File: config.mk
export PLATFORM = sky130hd
export DESIGN_NAME = ram_stream_reader
export DESIGN_NICKNAME = d
export VERILOG_FILES = /design/src/rtl/ram_stream_reader.sv
export SDC_FILE = /design/constraint.sdc
export NUM_CORES = 1
export LEC_CHECK = 0
export CORE_AREA = 3 3 121 123
export DETAILED_ROUTE_END_ITERATION = 12
export DIE_AREA = 0 0 124 126
export PLACE_DENSITY_LB_ADDON = 0.2
export SLEW_MARGIN = 20
export SYNTH_ARGS = -nofsm -noshare
export SYNTH_HDL_FRONTEND = slang
export SYNTH_SLANG_ARGS = --single-unit
File: constraint.sdc
create_clock -name clk -period 2.4 [get_ports clk]
set_clock_uncertainty 0.2 [all_clocks]
set_input_delay 0.48 -clock clk [delete_from_list [all_inputs] [get_ports clk]]
set_output_delay 0.48 -clock clk [all_outputs]
set_load 0.1 [all_outputs]
File: src/rtl/ram_stream_reader.sv
// ram_stream_reader: strided block-RAM read engine that returns words on a valid/ready
// stream, using a credit-controlled FIFO to absorb the RAM read latency.

module ram_stream_reader_chk #(
    parameter int CW         = 3,
    parameter int FIFO_DEPTH = 4
) (
    input logic          clk,
    input logic          reset,
    input logic          push_i,
    input logic [CW-1:0] count_i
);
    localparam logic [CW-1:0] FULL_C = CW'(FIFO_DEPTH);

    a_no_overflow: assert property (@(posedge clk) disable iff (reset)
        !(push_i && (count_i == FULL_C)));
endmodule

module ram_stream_reader #(
    parameter int DATA_WIDTH   = 8,
    parameter int ADDR_WIDTH   = 12,
    parameter int LEN_WIDTH    = 12,
    parameter int READ_LATENCY = 1,
    parameter int FIFO_DEPTH   = 4
) (
    input  logic                         clk,
    input  logic                         reset,
    input  logic                         start,
    input  logic        [ADDR_WIDTH-1:0] base_addr,
    input  logic        [ADDR_WIDTH-1:0] stride,
    input  logic        [LEN_WIDTH-1:0]  num_words,
    output logic                         busy,
    output logic                         done,
    output logic                         ram_read_req,
    output logic        [ADDR_WIDTH-1:0] ram_read_addr,
    input  logic signed [DATA_WIDTH-1:0] ram_read_data,
    output logic                         m_valid,
    input  logic                         m_ready,
    output logic signed [DATA_WIDTH-1:0] m_data,
    output logic                         m_last
);
    localparam int PW = $clog2(FIFO_DEPTH);
    localparam int CW = PW + 1;
    localparam logic [CW-1:0]        DEPTH_C  = CW'(FIFO_DEPTH);
    localparam logic [CW-1:0]        CNT_ONE  = CW'(1);
    localparam logic [PW-1:0]        PTR_ONE  = PW'(1);
    localparam logic [LEN_WIDTH-1:0] LEN_ONE  = LEN_WIDTH'(1);
    localparam logic [LEN_WIDTH-1:0] LEN_ZERO = '0;

    typedef enum logic [1:0] {
        S_IDLE  = 2'd0,
        S_ISSUE = 2'd1,
        S_DRAIN = 2'd2
    } state_t;

    state_t                 state_q, state_d;
    logic [ADDR_WIDTH-1:0]  addr_q, addr_d;
    logic [ADDR_WIDTH-1:0]  stride_q, stride_d;
    logic [LEN_WIDTH-1:0]   num_q, num_d;
    logic [LEN_WIDTH-1:0]   issued_q, issued_d;
    logic [LEN_WIDTH-1:0]   accepted_q, accepted_d;
    logic                   done_q, done_d;
    logic [PW-1:0]          wr_ptr_q, wr_ptr_d;
    logic [PW-1:0]          rd_ptr_q, rd_ptr_d;
    logic [CW-1:0]          count_q, count_d;
    logic signed [DATA_WIDTH-1:0] fifo_mem [FIFO_DEPTH];

    logic                   req_s;
    logic                   push_s;
    logic                   pop_s;
    logic                   valid_s;
    logic                   inflight_s;
    logic [LEN_WIDTH-1:0]   acc_next_s;

    assign valid_s    = (count_q != '0);
    assign pop_s      = valid_s && m_ready;
    assign acc_next_s = accepted_q + (pop_s ? LEN_ONE : LEN_ZERO);

    // A read may only issue when its word is guaranteed a FIFO slot on arrival.
    always_comb begin
        req_s = (state_q == S_ISSUE) && (issued_q < num_q) &&
                ((count_q + {{(CW-1){1'b0}}, inflight_s}) < DEPTH_C);
    end

    generate
        if (READ_LATENCY == 0) begin : g_comb_read
            assign push_s     = req_s;
            assign inflight_s = 1'b0;
        end else begin : g_reg_read
            logic inflight_q;

            always_ff @(posedge clk) begin
                if (reset) begin
                    inflight_q <= 1'b0;
                end else begin
                    inflight_q <= req_s;
                end
            end

            assign push_s     = inflight_q;
            assign inflight_s = inflight_q;
        end
    endgenerate

    always_comb begin
        state_d    = state_q;
        addr_d     = addr_q;
        stride_d   = stride_q;
        num_d      = num_q;
        issued_d   = issued_q;
        accepted_d = acc_next_s;
        done_d     = 1'b0;
        case (state_q)
            S_IDLE: begin
                if (start) begin
                    addr_d     = base_addr;
                    stride_d   = stride;
                    num_d      = num_words;
                    issued_d   = LEN_ZERO;
                    accepted_d = LEN_ZERO;
                    state_d    = (num_words == LEN_ZERO) ? S_DRAIN : S_ISSUE;
                end else begin
                    state_d = S_IDLE;
                end
            end
            S_ISSUE: begin
                if (req_s) begin
                    issued_d = issued_q + LEN_ONE;
                    addr_d   = addr_q + stride_q;
                    if ((issued_q + LEN_ONE) == num_q) begin
                        state_d = S_DRAIN;
                    end else begin
                        state_d = S_ISSUE;
                    end
                end else begin
                    state_d = S_ISSUE;
                end
            end
            S_DRAIN: begin
                // done is registered, so leave IDLE-bound only after it has been shown.
                if (done_q) begin
                    state_d = S_IDLE;
                end else if (acc_next_s == num_q) begin
                    done_d = 1'b1;
                end else begin
                    done_d = 1'b0;
                end
            end
            default: begin
                state_d = S_IDLE;
            end
        endcase
    end

    always_comb begin
        wr_ptr_d = push_s ? (wr_ptr_q + PTR_ONE) : wr_ptr_q;
        rd_ptr_d = pop_s  ? (rd_ptr_q + PTR_ONE) : rd_ptr_q;
        case ({push_s, pop_s})
            2'b10:   count_d = count_q + CNT_ONE;
            2'b01:   count_d = count_q - CNT_ONE;
            default: count_d = count_q;
        endcase
    end

    always_ff @(posedge clk) begin
        if (reset) begin
            state_q    <= S_IDLE;
            addr_q     <= '0;
            stride_q   <= '0;
            num_q      <= '0;
            issued_q   <= '0;
            accepted_q <= '0;
            done_q     <= 1'b0;
            wr_ptr_q   <= '0;
            rd_ptr_q   <= '0;
            count_q    <= '0;
        end else begin
            state_q    <= state_d;
            addr_q     <= addr_d;
            stride_q   <= stride_d;
            num_q      <= num_d;
            issued_q   <= issued_d;
            accepted_q <= accepted_d;
            done_q     <= done_d;
            wr_ptr_q   <= wr_ptr_d;
            rd_ptr_q   <= rd_ptr_d;
            count_q    <= count_d;
        end
    end

    always_ff @(posedge clk) begin
        if (push_s) begin
            fifo_mem[wr_ptr_q] <= ram_read_data;
        end
    end

    assign busy          = (state_q != S_IDLE);
    assign done          = done_q;
    assign ram_read_req  = req_s;
    assign ram_read_addr = addr_q;
    assign m_valid       = valid_s;
    assign m_data        = valid_s ? fifo_mem[rd_ptr_q] : '0;
    assign m_last        = valid_s && (accepted_q == (num_q - LEN_ONE));

    ram_stream_reader_chk #(
        .CW         (CW),
        .FIFO_DEPTH (FIFO_DEPTH)
    ) u_chk (
        .clk     (clk),
        .reset   (reset),
        .push_i  (push_s),
        .count_i (count_q)
    );
endmodule

==> Word level (Yosys, flattened, before mapping) <==
Memories as Yosys holds them, arrays and structs flattened. A register that Yosys moved wholly into a read port is not among the register bits.
Cells that the tools add are included.
{ "totals": {"latch_bits": 0, "input_bits": 48, "ram_bits": 32, "mem_count": 1, "out_inout_bits": 25, "romBits": 0, "regBits": 71, "elab_cells": 69} }
{ "mem_list": {"columns": ["memory", "words", "word_bits", "read_ports", "rd_clocked_by_memory_dff", "wr", "line_no", "source"], "rows": [
  ["fifo_mem", 4, 8, 1, 1, 1, "66", "logic signed [DATA_WIDTH-1:0] fifo_mem [FIFO_DEPTH];"]
]} }
{ "op_classes": {"muxes": 22, "eq_ne": 10, "n_mul": 0, "n_bitwise": 1, "n_reduce_logical": 13, "n_div": 0, "shifts": 0, "addsub": 9, "n_lt_le_gt_ge": 2} }
{ "ops": {"columns": ["op", "n"], "rows": [
  ["12-bit 2-to-1 mux", 6],
  ["12-bit case mux with 2 select lines", 2],
  ["12-bit equality test", 3],
  ["2-bit 2-to-1 mux", 7],
  ["12-bit by 1-bit adder with 12-bit output", 1],
  ["12-bit by 1-bit adder with 12-bit output, second input constant", 1],
  ["12-bit adder", 1],
  ["12-bit logical NOT", 1],
  ["12-bit < comparator", 1],
  ["12-bit by 1-bit subtractor with 12-bit output, second input constant", 1],
  ["8-bit 2-to-1 mux", 1],
  ["2-bit != test, second input constant", 3],
  ["2-bit case mux with 3 select lines", 1],
  ["3-bit case mux with 2 select lines", 1],
  ["2-bit nonzero test", 3],
  ["2-bit by 1-bit adder with 2-bit output, second input constant", 2],
  ["2-bit by 1-bit equality test with 1-bit output, second input constant", 2],
  ["2-bit equality test, second input constant", 2],
  ["1-bit logical AND", 4],
  ["1-bit 2-to-1 mux", 4],
  ["3-bit by 1-bit adder with 3-bit output", 1],
  ["3-bit by 1-bit adder with 3-bit output, second input constant", 1],
  ["3-bit < comparator, second input constant", 1],
  ["3-bit AND reduction", 1],
  ["6 further kinds", 6]
]} }

==> Logic depth before layout (Yosys ltp) <==
Gate-level depths: netlist of run 1.
{ "logic_depth": {"word_depth": 6, "mapped_depth": 10} }

==> Least setup slack after synthesis of run 1 <==
No wires, ideal clock.
{ "synth_path": {"path_kind": "reg2out", "startpoint": "register count_q[0]", "endpoint": "output port m_last", "setup_slack_ns": -2.343, "t_arrival_ns": 4.063, "stages_incl_launch_ff": 7, "cell_sequence": "dfxtp_1 > or3_1 > clkbuf_1 > nand2_1 > nor3_1 > nand4_1 > a211oi_1"} }
{ "synth_between": {"elab_chain_len": 2} }
{ "synth_lines": {"columns": ["element", "line_no", "source"], "rows": [
  ["from (decl)", "65", "logic [CW-1:0] count_q, count_d;"],
  ["from (signal assigned)", "187", "count_q <= count_d;"],
  ["3-bit nonzero test", "75", "assign valid_s = (count_q != '0);"],
  ["net m_valid", "37", "output logic m_valid,"],
  ["1-bit logical AND", "203", "assign m_last = valid_s && (accepted_q == (num_q - LEN_ONE));"],
  ["to (decl)", "40", "output logic m_last"]
]} }
The timed path passes the listed nets, and every way through them passes these cells.

==> Worst setup path after layout of run 1 <==
{ "layout_path": {"startpoint": "register num_q[6]", "endpoint": "output port m_last"} }
{ "layout_between": {"elab_chain_len": 3} }
{ "layout_lines": {"columns": ["element", "line_no", "source"], "rows": [
  ["from (decl)", "59", "logic [LEN_WIDTH-1:0] num_q, num_d;"],
  ["from (signal assigned)", "181", "num_q <= num_d;"],
  ["12-bit by 1-bit subtractor with 12-bit output", "203", null],
  ["12-bit equality test", "203", null],
  ["1-bit logical AND", "203", null]
]} }
No other way between the ends.

==> qor.csv, run 1 <==
metric,value,unit
post-synthesis sequential area ratio,39.6,%
Slowest cell on crit path,dfxtp_4,
total power,0.00647,W
GRT Overall Usage,22.0,%
switch share,39.8,%
worst-skew pair later-pin latency,0.36,ns
Mapped Nets,758,
Hold Slack,0.266,ns
compound-gate portion of the synthesized area,15.5,%
DIE HEIGHT,126,µm
Synth Area in Adders,7.21,%
vias in the first global route,5546,
number of I/O pins,73,
initial antenna violation count,0,
PwrDens,742,nW/µm²
Reg2Reg Depth,11,
Post-Route WL,17200,µm
XOR/XNOR share of the synthesized area,7.88,%
ys async rst share,0,%
CTS tree,yes,
Initial DRT Pass Iterations,5,
CTS Buf Count,9,
post-synthesis mux area share,4.61,%
core box area,13800,µm²
global route overflow,0,
remaining antenna violation count after routing,0,
Slew HR,63.4,%
FF-to-FF End,issued_q[0]$_SDFFE_PP0P_,
critical path class,register to primary output,
synthesized cell area,6110,µm²
CP Data Required Time,1.72,ns
Iter 0 DRT Violations,442,
worst flop-to-flop path startpoint,num_q[1]$_SDFFE_PP0P_,
GPL Wtd Cong,0.926,
Antenna diodes,0,
Mapped Avg Cell Area,9.04,µm²
Syn-to-layout area delta,42.6,%
crit path from,num_q[6]$_SDFFE_PP0P_,
Max Root-Sink Buffers,2,
Synth Instances,676,
# DRC,0,
Combinational Power Share,45.4,%
Net Switching,0.00257,W
sequential share of power,31.7,%
first-pass GRT wire length,27400,µm
flop2flop setup slack,-0.03,ns
count of final hold-check violations,0,
Leak,3.21,nW
minimum clock period,2.77,ns
clk root buf,clkbuf_16,
Die Wd,124,µm
Initial Util,44.4,%
Main synth FF type,dfxtp_1,
Yosys warning count,0,
"commonest non-fill, non-tap cells in the layout","buf_4, nand2_1, nor2_1",
share of cells above drive strength 1,33.7,%
violations in the final reports,setup timing,
worst-margin pin slew,0.549,ns
"Critical Path, Cell by Cell",nor4_4 -> xnor2_1 -> nand3_1 -> o31ai_2 -> nand4_1 -> a211oi_4 -> buf_12,
Worst path max stage delay,0.38,ns
VDD IR max,0.406,mV
Routed WL per cell,17.3,µm
"commonest non-fill, non-tap cell in the layout",buf_4,
H-tree Lvls,3,
vias per inst,5.68,
Hold Path Depth,2,
outcome,"complete, but fails checks",
Util after Layout,63.3,%
Netlist cell types,62,
endpoints failing setup,6,
unrepaired setup endpoints after global routing,yes,
Final Cycle Share,116,%
fillers,1116,
Post-synth EDFFs,32,
die area,15600,µm²
pin count of the biggest net entering global routing,73,
# hold bufs at CTS,0,
Worst Hold Endpoint,stride_q[3]$_SDFFE_PP0P_,
largest family of logic cells by synthesized area,simple AND/OR/NAND/NOR gates,
crit path max fanout,4,
vias after detailed routing,5641,
fin worst setup slack,-0.373,ns
HP Class,register to register,
CP startpoint kind,register,
# nets final,891,
Int Pwr,0.00389,W
Final HPWL DP,12400,µm
HP Start,stride_q[3]$_SDFFE_PP0P_,
Clock Sinks,105,
clock power share,22.9,%
final-report max-slew violation count,0,
Fmax,361,MHz
row cnt,43,
Max Cap Viol,0,
IO buf count,72,
pre-CTS setup slack,-0.426,ns
Crit. End Element,primary output,
Critical Path AT,2.09,ns
clock slew at reported path FFs,0.08,ns
simple logic cell fraction of the synthesized area,20.5,%
number of synthesized register bits,105,
[registers in the layout, summed over array words and instances, names as in the netlist, named ones only]
signal / cells
num_q: 12
ram_read_addr: 12
done: 1
fifo_mem: 32
wr_ptr_q: 2
count_q: 3
stride_q: 12
issued_q: 12
accepted_q: 12
g_reg_read.inflight_q: 1
rd_ptr_q: 2
state_q: 2
[metal layers]
layer / up-vias / track usage (%) / share of wire, % / wire, µm
li1: 2703 / - / - / -
met3: 23 / 3.37 / 5.3 / 909
met1: 2745 / 29.7 / 44 / 7620
met5: - / 0 / 0 / 0
met2: 170 / 35.8 / 49 / 8430
met4: 0 / 7.47 / 1.6 / 276
[metrics by stage]
step                      cell area [µm²]  TNS (ns)  cells
after floorplan                      6310    -0.579    676
after global placement               7810     -1.84    972
after detailed placement             7810     -2.93    972
after CTS                            8230     -5.87    994
after global routing                 8710     -2.61    994
final                                8710    -0.752    994
[cells by family after synthesis]
| family | Yosys count |
|---|---|
| XOR/XNOR | 55 |
| AO/OA/AOI/OAI | 143 |
| AND/OR/NAND/NOR | 249 |
| adder cells (fa/ha/maj) | 34 |
| buffers and inverters | 72 |
| multiplexers | 18 |
| flip-flops | 105 |
[worst max-delay path by stage]
stage | endpoint | slack, ns | cells past startpoint
floorplan | m_last | -0.30 | 8
global route | m_last | -0.47 | 7
CTS | ram_read_req | -0.39 | 9
global placement | done$_SDFF_PP0_ | -0.37 | 10
detailed placement | count_q[2]$_SDFFE_PP0P_ | -0.43 | 9
finish | m_last | -0.37 | 7
[synth_stat cells (18+ instances only)]
library cell | n | share of area [%]
a211oi_1 | 18 | 2.2
a21oi_1 | 44 | 3.6
clkbuf_1 | 33 | 2.0
dfxtp_1 | 73 | 24
edfxtp_1 | 32 | 16
ha_1 | 32 | 6.6
inv_1 | 30 | 1.8
nand2_1 | 82 | 5.0
nand3_1 | 18 | 1.5
nor2_1 | 50 | 3.1
o21ai_0 | 20 | 1.6
xnor2_1 | 29 | 4.2
xor2_1 | 26 | 3.7
[worst max-delay path, delay by kind of cell, from the launching register on]
family	cells	cell delay [ns]
xor+xnor	1	0.16
compound gates	2	0.39
flops	1	0.38
buf+inv	1	0.21
simple gates	3	0.59
[repair_timing]
item,CTS,global route
resized for setup,32,109
cloned,0,2
endpoints found under the setup margin,35,39
buffers inserted,6,1
pin swaps,13,38
[area by class of cell]
type                            instances  area [µm²]  share of cell area [%]
Multi-Input combinational cell        499        3970                    45.5
Sequential cell                       105        2500                    28.6
Timing Repair Buffer                  164        1610                    18.4
Clock buffer                           10         229                    2.63
Tap cell                              180         225                    2.58
Inverter                               30         129                    1.48
Clock inverter                          6        60.1                   0.689
[power groups by stage]
stage / registers [W] / clock network [W] / logic (W)
finish: 0.00205 / 0.00148 / 0.00294
global route: 0.00207 / 0.00158 / 0.00310
CTS: 0.00204 / 0.00149 / 0.00275
detailed placement: 0.00208 / 0 / 0.00264
global placement: 0.00208 / 0 / 0.00260
floorplan: 0.00229 / 0 / 0.00151
Note: power is estimated with default switching activity, not from simulation.
==> run 2, diff against run 1 <==
--- a/config.mk
+++ b/config.mk
@@ -7,4 +7,5 @@
 export LEC_CHECK = 0
 export CORE_AREA = 3 3 121 123
+export CTS_CLUSTER_DIAMETER = 150
 export DETAILED_ROUTE_END_ITERATION = 12
 export DIE_AREA = 0 0 124 126
--- a/constraint.sdc
+++ b/constraint.sdc
@@ -3,3 +3,3 @@
 set_input_delay 0.48 -clock clk [delete_from_list [all_inputs] [get_ports clk]]
 set_output_delay 0.48 -clock clk [all_outputs]
-set_load 0.1 [all_outputs]
+set_load 0.02 [all_outputs]
==> run 2 against run 1 <==
Against the previous run:
- the run still ends with setup timing left
- fmax is 5.0% higher
- highest routed layer is now met5
- sequential power about the same
- routed wire length is 3.7% higher
- critical path type unchanged
==> qor.csv, run 2 (same netlist as run 1, synthesis figures left out) <==
metric,value,unit,change
violations in the final reports,setup timing,,
clk root buf,clkbuf_16,,
initial antenna violation count,1,,+1
remaining antenna violation count after routing,0,,unchanged
Initial DRT Pass Iterations,5,,unchanged
Initial Util,44.4,%,unchanged
flop2flop setup slack,0,ns,+0.03 ns
worst-skew pair later-pin latency,0.37,ns,about the same
CP startpoint kind,register,,
sequential share of power,36.9,%,+5.2 points
Multi-input gate area,3830,µm²,-3.6%
IO buf count,72,,unchanged
clock power share,27.7,%,+4.8 points
Worst Hold Endpoint,stride_q[3]$_SDFFE_PP0P_,,
CTS Buf Count,9,,unchanged
worst-margin pin slew,0.569,ns,+0.0205 ns
vias after detailed routing,5664,,+0.41%
DIE HEIGHT,126,µm,unchanged
Net Switching,0.00187,W,-27%
Post-Route WL,17900,µm,+3.7%
placed cell areas,7740,µm²,-0.88%
HP Start,stride_q[3]$_SDFFE_PP0P_,,
first-pass GRT wire length,27800,µm,+1.6%
share of cells above drive strength 1,29.7,%,-3.9 points
outcome,"complete, but fails checks",,
global route overflow,0,,unchanged
Crit. End Element,primary output,,
Slew HR,62.1,%,-1.4 points
unrepaired setup endpoints after global routing,yes,,
# hold bufs at CTS,0,,unchanged
Syn-to-layout area delta,40.3,%,
fillers,1187,,+6.4%
worst flop-to-flop path startpoint,issued_q[3]$_SDFFE_PP0P_,,
switch share,34.1,%,-5.7 points
H-tree Lvls,3,,unchanged
core box area,13800,µm²,unchanged
max FFs per register,32,,unchanged
Max Root-Sink Buffers,2,,unchanged
"commonest non-fill, non-tap cells in the layout","buf_4, nand2_1, clkdlybuf4s50_1",,
Leak,3.26,nW,+1.3%
Antenna diodes,0,,unchanged
Clock Sinks,105,,unchanged
Reg2Reg Depth,7,,-4
vias per inst,5.56,,-2.0%
pin count of the biggest net entering global routing,50,,-32%
# nets final,915,,+2.7%
Fmax,379,MHz,+5.0%
clock slew at reported path FFs,0.08,ns,about the same
Critical Path AT,1.96,ns,-0.13 ns
HP Class,register to register,,
number of I/O pins,73,,unchanged
Int Pwr,0.00363,W,-6.9%
endpoints failing setup,2,,-4
row cnt,43,,unchanged
Reg with most FFs,fifo_mem,,
vias in the first global route,5718,,+3.1%
minimum clock period,2.64,ns,-0.133 ns
Final HPWL DP,12500,µm,+0.90%
Hold Slack,0.270,ns,+0.00365 ns
GRT Overall Usage,22.6,%,+0.68 points
"commonest non-fill, non-tap cell in the layout",buf_4,,
PwrDens,641,nW/µm²,-14%
Final Cycle Share,110,%,-5.5 points
CTS tree,yes,,
Max Cap Viol,0,,unchanged
FF-to-FF End,state_q[0]$_SDFFE_PP0P_,,
Final Instance Area,8580,µm²,-1.6%
Hold Path Depth,2,,unchanged
GPL Wtd Cong,0.882,,-4.7%
CP Data Required Time,1.72,ns,about the same
final-report max-slew violation count,0,,unchanged
critical path class,register to primary output,,
Seq. cell area,2450,µm²,-1.8%
Routed WL per cell,17.5,µm,+1.2%
# DRC,0,,unchanged
fin worst setup slack,-0.240,ns,+0.133 ns
count of final hold-check violations,0,,unchanged
Combinational Power Share,35.4,%,-10 points
Iter 0 DRT Violations,336,,-24%
die area,15600,µm²,unchanged
VDD IR max,0.370,mV,-8.8%
crit path max fanout,2,,-2
Die Wd,124,µm,unchanged
==> run 2: changes by cell type in the layout (fill, tap and decap cells not counted), moves of 4 or more <==
cell             previous run  this run
clkdlybuf4s50_1            46        58
buf_2                       1         9
ha_1                       19        23
and2_1                      6        14
and2_4                      9         1
ha_4                       12         8
buf_12                     16         4
dfxtp_1                    42        56
dfxtp_4                    14         3
buf_4                      89       103
a211oi_2                    9         5
a211oi_1                    8        13
==> run 2: cell type report <==
class / count / share of cell area [%]
clock inverters: 7 / 0.992
well taps: 180 / 2.63
inverters: 30 / 1.43
flip-flops and latches: 105 / 28.6
repair buffers: 188 / 19.1
multi-input cells: 499 / 44.6
clock buffers: 9 / 2.63
==> run 2: routing by layer <==
metal / vias to the layer above / share of wire (%) / track usage [%]
met5: - / 0.073 / 0
met4: 2 / 3.8 / 10.8
met3: 43 / 4.1 / 3.37
met2: 140 / 49 / 37.7
met1: 2732 / 43 / 28.6
li1: 2747 / - / -
==> run 2: timing repair <==
action / in CTS / in global routing
setup buffers: 5 / 3
endpoints found under the hold margin: 0 / 0
resized for setup: 93 / 76
cloned: 1 / 0
endpoints found under the setup margin: 36 / 32
pin swaps: 17 / 23
==> run 2: worst max path at each step <==
stage	to	depth (start not counted)	start	slack [ns]
floorplan	ram_read_req	9	num_q[1]$_SDFFE_PP0P_	-0.06
global placement	ram_read_req	9	num_q[1]$_SDFFE_PP0P_	-0.40
detailed placement	count_q[2]$_SDFFE_PP0P_	9	m_ready	-0.42
CTS	m_last	8	num_q[6]$_SDFFE_PP0P_	-0.26
global route	m_last	8	num_q[6]$_SDFFE_PP0P_	-0.38
finish	m_last	8	num_q[7]$_SDFFE_PP0P_	-0.24
==> run 2: power groups by stage <==
stage / Combinational [W] / Clock [W] / Sequential [W]
global route: 0.00211 / 0.00162 / 0.00204
detailed placement: 0.00179 / 0 / 0.00206
finish: 0.00195 / 0.00152 / 0.00203
floorplan: 0.000949 / 0 / 0.00209
global placement: 0.00175 / 0 / 0.00205
CTS: 0.00182 / 0.00155 / 0.00203
==> run 2: per-stage QoR <==
step / std cells / power (W) / setup TNS, ns / worst slack [ns] / utilization, %
final: 1018 / 0.00550 / -0.474 / -0.240 / 62.3
after detailed placement: 994 / 0.00385 / -5.06 / -0.421 / 56.2
after global placement: 994 / 0.00380 / -3.20 / -0.397 / 56.2
after CTS: 1015 / 0.00539 / -0.679 / -0.264 / 59.7
after global routing: 1018 / 0.00577 / -1.20 / -0.377 / 62.3
after floorplan: 676 / 0.00304 / -0.0553 / -0.0553 / -
==> run 2: critical path, cell delays in order, from the launching register on <==
cell and delay [ns]:
dfxtp_2 0.33, nor4_2 0.27, buf_4 0.17, xnor2_2 0.10, nand3_1 0.09, o31ai_2 0.08
nand4_1 0.14, a211oi_2 0.24, buf_4 0.18
==> run 3, diff against run 2 <==
- REMOVE_ABC_BUFFERS: default -> 1
==> run 3 against run 2 <==
Against the previous run:
- the run still ends with setup timing left
- combinational power about the same
- largest cell class unchanged
- die area unchanged
- total power is 0.17% lower
==> qor.csv, run 3 (same netlist as run 1, synthesis figures left out) <==
metric,value,unit,change
# nets final,917,,+0.22%
Slew HR,70.1,%,+8.0 points
PwrDens,644,nW/µm²,+0.42%
HP Class,register to register,,
pin count of the biggest net entering global routing,73,,+46%
worst-margin pin slew,0.448,ns,-0.121 ns
initial antenna violation count,0,,-1
Max Cap Viol,0,,unchanged
CTS tree,yes,,
total power,0.00549,W,-0.17%
core box area,13800,µm²,unchanged
vias per inst,5.43,,-2.4%
CP startpoint kind,register,,
clock slew at reported path FFs,0.07,ns,about the same
GRT Overall Usage,21.6,%,-0.99 points
vias in the first global route,5529,,-3.3%
Clock Sinks,105,,unchanged
final setup TNS,-0.539,ns,-0.0659 ns
violations in the final reports,setup timing,,
Die Wd,124,µm,unchanged
pre-CTS setup slack,-0.428,ns,-0.00734 ns
global route overflow,0,,unchanged
remaining antenna violation count after routing,0,,unchanged
Critical Path AT,2.02,ns,+0.06 ns
crit path from,num_q[9]$_SDFFE_PP0P_,,
first-pass GRT wire length,26800,µm,-3.8%
DIE HEIGHT,126,µm,unchanged
Initial DRT Pass Iterations,5,,unchanged
final-report max-slew violation count,0,,unchanged
Syn-to-layout area delta,39.5,%,
Hold Slack,0.259,ns,-0.0110 ns
Post-Route WL,17000,µm,-4.7%
Max Root-Sink Buffers,2,,unchanged
Routed WL per cell,16.7,µm,-4.9%
die area,15600,µm²,unchanged
CP Data Required Time,1.72,ns,about the same
share of cells above drive strength 1,28.1,%,-1.6 points
CTS Buf Count,9,,unchanged
number of I/O pins,73,,unchanged
outcome,"complete, but fails checks",,
minimum clock period,2.70,ns,+0.0610 ns
Fmax,370,MHz,-2.3%
Final HPWL DP,11800,µm,-5.3%
unrepaired setup endpoints after global routing,yes,,
HP Start,stride_q[5]$_SDFFE_PP0P_,,
Antenna diodes,0,,unchanged
Final Cycle Share,113,%,+2.5 points
# DRC,0,,unchanged
"commonest non-fill, non-tap cell in the layout",buf_4,,
"commonest non-fill, non-tap cells in the layout","buf_4, nand2_1, clkdlybuf4s50_1",,
fin worst setup slack,-0.301,ns,-0.0610 ns
Final Instance Area,8530,µm²,-0.58%
max FFs per register,32,,unchanged
GPL Wtd Cong,0.848,,-3.9%
vias after detailed routing,5540,,-2.2%
Iter 0 DRT Violations,369,,+9.8%
# hold bufs at CTS,0,,unchanged
count of final hold-check violations,0,,unchanged
VDD IR max,0.365,mV,-1.2%
Leak,3.22,nW,-1.0%
endpoints failing setup,2,,unchanged
crit path max fanout,4,,+2
H-tree Lvls,3,,unchanged
IO buf count,72,,unchanged
worst flop-to-flop path startpoint,num_q[6]$_SDFFE_PP0P_,,
placed cell areas,7740,µm²,about the same
Crit. End Element,primary output,,
clk root buf,clkbuf_16,,
Reg with most FFs,fifo_mem,,
row cnt,43,,unchanged
worst-skew pair later-pin latency,0.36,ns,about the same
critical path class,register to primary output,,
Initial Util,44.4,%,unchanged
==> run 3: final timing paths <==
path	to	slack [ns]	depth (start not counted)
setup reg to reg	ram_read_addr[6]$_SDFFE_PP0P_	0.01	9
hold reg to reg	stride_q[5]$_SDFFE_PP0P_	0.26	2
hold / removal	stride_q[5]$_SDFFE_PP0P_	0.26	2
setup / recovery	m_last	-0.30	8
==> run 3: metal layers <==
layer,GRT usage [%],routed length (µm),up-vias
li1,-,-,2756
met5,0,0,-
met1,28.6,7720,2624
met2,35.2,8250,135
met3,4.63,719,25
met4,7.15,321,0
==> run 3: area by class of cell <==
| type | count | area, µm² |
|---|---|---|
| Timing Repair Buffer | 190 | 1660 |
| Tap cell | 180 | 225 |
| Multi-Input combinational cell | 499 | 3770 |
| Sequential cell | 105 | 2450 |
| Fill cell | 1170 | 5250 |
| Inverter | 30 | 120 |
| Clock inverter | 6 | 66.3 |
| Clock buffer | 10 | 239 |
==> run 3: critical path: stages (launching register included) <==
cell      delay (ns)
dfxtp_4         0.37
nor4_4          0.27
buf_4           0.17
xnor2_2         0.11
nand3_1         0.09
o31ai_1         0.08
nand4_1         0.14
a211oi_2        0.25
buf_4           0.18
==> run 3: report_power, final <==
group,internal (W),leakage (nW),switching [W],total (W)
clock network,0.000840,0.143,0.000698,0.00154
registers,0.00194,0.892,0.0000839,0.00203
logic,0.000952,2.19,0.000973,0.00192
total,0.00374,3.22,0.00176,0.00549
==> run 3: through the flow <==
step / cells / util [%]
after floorplan: 634 / -
after global placement: 994 / 56.2
after detailed placement: 994 / 56.2
after CTS: 1014 / 59.5
after global routing: 1020 / 61.9
final: 1020 / 61.9
==> run 3: repair_timing <==
item,in CTS,in global routing
pin swaps,18,31
endpoints found under the setup margin,38,29
buffers inserted,3,7
hold endpoints to repair,0,0
gates resized for setup,91,64
cloned,1,0
